File: config.mk
export PLATFORM = sky130hd
export DESIGN_NAME = regfile_mp_sb
export DESIGN_NICKNAME = d
export VERILOG_FILES = /design/src/rtl/regfile_mp_sb.sv
export SDC_FILE = /design/constraint.sdc
export NUM_CORES = 2
export LEC_CHECK = 0
export CORE_ASPECT_RATIO = 1.2
export CORE_MARGIN = 2
export CORE_UTILIZATION = 35
export DETAILED_ROUTE_END_ITERATION = 7
export DONT_BUFFER_PORTS = 1
export GPL_TIMING_DRIVEN = 0
export MAX_ROUTING_LAYER = met4
export SLEW_MARGIN = 10
export SYNTH_ARGS = -nofsm -noshare
export SYNTH_HDL_FRONTEND = slang
export SYNTH_SLANG_ARGS = --single-unit
File: constraint.sdc
create_clock -name clk -period 10.69 [get_ports clk]
set_input_delay 1.069 -clock clk [delete_from_list [all_inputs] [get_ports clk]]
set_output_delay 1.069 -clock clk [all_outputs]
set_load 0.01 [all_outputs]
File: src/rtl/regfile_mp_sb.sv
// regfile_mp_sb: multi-port register file with a long-latency busy scoreboard and optional write bypass
module regfile_mp_sb #(
   parameter int W      = 5,
   parameter int D      = 32,
   parameter int NR     = 2,
   parameter int BYPASS = 1
) (
   input  logic            clk,
   input  logic            rst,
   input  logic [NR*W-1:0] ra,
   output logic [NR*D-1:0] dout,
   output logic [NR-1:0]   busy,
   input  logic            we0,
   input  logic [W-1:0]    wa0,
   input  logic [D-1:0]    wd0,
   input  logic            we1,
   input  logic [W-1:0]    wa1,
   input  logic [D-1:0]    wd1,
   input  logic            sb_set,
   input  logic [W-1:0]    sb_addr,
   output logic            collide
);
   localparam int N  = 2**W;
   localparam bit BP = (BYPASS != 0);

   logic [D-1:0] rm [N];
   logic [N-1:0] sb;
   logic [W-1:0] a;

   // Register array, scoreboard and collision flag; port 0 is written last so it wins a collision,
   // and the scoreboard set is applied after the completion clear so a new issue wins a race
   always_ff @(posedge clk) begin
      if (rst) begin
         for (int i = 0; i < N; i++) rm[i] <= '0;
         sb      <= '0;
         collide <= 1'b0;
      end else begin
         if (we1 && wa1 != '0) rm[wa1] <= wd1;
         if (we0 && wa0 != '0) rm[wa0] <= wd0;
         if (we1) sb[wa1] <= 1'b0;
         if (sb_set && sb_addr != '0) sb[sb_addr] <= 1'b1;
         collide <= we0 && we1 && wa0 == wa1 && wa0 != '0;
      end
   end

   // Combinational read ports with optional same-cycle forwarding and busy release on completion
   always_comb begin
      dout = '0;
      busy = '0;
      a    = '0;
      for (int k = 0; k < NR; k++) begin
         a = ra[k*W +: W];
         dout[k*D +: D] = (a == '0)                     ? '0  :
                          (BP && we0 && wa0 == a)       ? wd0 :
                          (BP && we1 && wa1 == a)       ? wd1 : rm[a];
         busy[k] = a != '0 && sb[a] &&
                   !(BP && we1 && wa1 == a && !(sb_set && sb_addr == a));
      end
   end
endmodule

==> reports/metrics.csv <==
metric;value;unit
slew_violations;9;
htree_levels;3;
postLayoutCoreUtil;39.6;%
maxCapViolations;1;
setup_viol;0;
first_global_vias;48728;
start_util;35.1;%
crit_fanout;10;
setup_tns;0;ns
grt_first_pass_wirelength;486000;um
irDropWorstVdd;0.000136;V
synth.largest_area_cell;edfxtp_1;
yosysSeqAreaShare;50.2;%
multiInputGateArea;0.0281;sq mm
p_leak;23.5;nW
yosysWarnings;0;
worstMarginPinSlew;1.52;ns
finalWirelength;383000;um
synth_xor_area_share;0.476;%
nFillCells;16767;
grt_max_degree;33;
drive_gt1_share;23.5;%
core;0.178;sq mm
timing.rr.end;sb[25];
drc;0;
die_w;390;um
critPathLaunch;ra[6];
hp-class;register to register;
synth-edff-count;1024;
fin_ws;3.51;ns
regArea;0.0314;sq mm
cp_common_cell;buf_2;
cts_tree;done;
ys.flop_type;edfxtp_1;
cp-endpoint;dout[55];
r2r_setup_slack;9.97;ns
startpoint_type;primary input;
numClockSinks;1057;
rsz0062_at_grt;false;
io_pins;161;
antenna_found_initial;27;
ant_nets;0;
violations;max-capacitance violations, max-slew violations;
synthAdderAreaFrac;0;%
die_area;0.182;sq mm
wire_per_inst;54.8;um
place_congestion;1.08;
status;complete, but fails checks;
hold_viol;0;
syn_area;0.0626;sq mm
synth_simple_gate_area_share;3.43;%
endpoint_kind;primary output;
pre_cts_ws;4.11;ns
clk_pin_slew_worst_paths;0.06;ns
fin_skew;0;ns
core.rowCount;170;
num-nets-final;4649;
period_minus_slack;7.18;ns
synth_cell_type_count;76;
dp_cells;6759;
clock_path_buffers;3;
avgSynthCellArea;14.3;sq um
final_area;0.0705;sq mm
cts-resized-gates;0;
synthTopCellsByCount;1024 x edfxtp_1, 992 x a22o_1, 511 x mux4_2;
timing.fmax;0.139;GHz
synth.most_common_cell;edfxtp_1;
vias;51935;
numCtsBuffers;116;
path_class;primary input to primary output;
synth_mux_area_share;22.2;%
async_reset_ff_share;0;%
synth_area_leaders;edfxtp_1 49%, mux4_2 18%, a22o_1 14%;
cellPowerDensity;159;mW/mm^2
worstPathCellList;buf_4 -> buf_2 -> buf_2 -> buf_2 -> mux2i_1 -> o22ai_1 -> nor4_1 -> nor3_1;
drt_iter0_markers;9712;
placed_cell_area;0.0666;sq mm
relSlewSlack;-1.52;%
portBuffers;0;
yosysTopAreaCellShare;49.2;%
reg2regPathDepth;2;
syn_to_final_growth;12.8;%
clk_latency;0.83;ns
drtPass1Iterations;6;
syn_inst;4366;
postCtsSetupBuffers;0;
cts_root_buf;clkbuf_16;
critical-path-slowest-cell;mux2i_1;
dpl.hpwl;290000;um
cpPeakStageDelay;1.10;ns
fin_cells;6998;
worstPathArrival;6.11;ns
synth_compound_area_share;18.4;%
synth_top_family_by_area;multiplexers;
finalCritPeriodShare;67.2;%
fp.dieH;467;um
crit_required;9.62;ns
grt_overflow;0;
synth_seq_cells;1057;
viasPerCell;7.42;
postCtsHoldBufs;0;
gr-usage-all-layers;42.4;%
worst_r2r_startpoint;sb[25];
## worst max-delay path, delay by kind of cell
family                 cells  cell delay [ns]
muxes                      1             1.10
buffers and inverters      4             2.52
AOI/OAI and AO/OA          1             0.21
and+or+nand+nor            2             1.16
## per-stage QoR
| stage | hold WS, ns | power [mW] |
|---|---|---|
| 6_report | 0.493 | 11.2 |
| 3_5_place_dp | 0.483 | 6.89 |
| 5_1_grt | 0.515 | 11.3 |
| 4_1_cts | 0.492 | 11.0 |
| 3_3_place_gp | 0.478 | 6.84 |
| 2_1_floorplan | 0.460 | 5.91 |
## sequential cells by signal (all words and copies together) (netlist names)
name     count
sb          32
collide      1
rm        1024
## power breakdown
group	leakage (nW)	internal, mW	switching (mW)
sequential	10.0	4.79	0.145
combinational	11.6	0.598	1.39
clock	1.87	2.39	1.89
## cells in the final DEF (no fill, tap or decap), types with 39 or more instances in the layout
master and count:
edfxtp_1 1024, a22o_1 992, mux4_2 511, clkbuf_1 404
mux2i_1 194, buf_2 165, clkbuf_16 117, nand2_1 101
nor2_1 97, a21oi_1 96, buf_1 70, o21ai_0 62
a221oi_1 45, buf_4 39, o22ai_1 39
## per-layer routing
layer,global-route usage (%),share of wire (%),vias up
met1,48.3,34,27036
met5,-,0,-
li1,-,-,18710
met3,13.6,12,1376
met2,58.7,41,4813
met4,40.1,12,0
## how the worst min path moves through the flow
stage	start	to	slack (ns)	depth (start not counted)
after floorplan	sb[14]	sb[14]	0.46	2
after global placement	sb[26]	sb[26]	0.48	2
after detailed placement	sb[13]	sb[13]	0.48	2
after CTS	sb[16]	sb[16]	0.49	2
after global routing	wd0[13]	rm[29][13]	0.51	1
final	sb[16]	sb[16]	0.49	2
## kinds of logic after synthesis
| logic type | Yosys count |
|---|---|
| simple gates | 410 |
| compound gates | 1404 |
| other cells | 1 |
| buf+inv | 717 |
| xor+xnor | 34 |
| mux | 743 |
| flops | 1057 |
## final cells by class
class                           instances  share of cell area (%)
Multi-Input combinational cell       2623                    39.9
Clock inverter                         80                    1.24
Timing Repair Buffer                   40                    1.22
Buffer                                704                    4.63
Inverter                               13                  0.0692
Sequential cell                      1057                    44.5
Tap cell                             2322                    4.12
Antenna cell                           24                  0.0851
Clock buffer                          135                    4.25
Power figures use the tool's default switching activity.
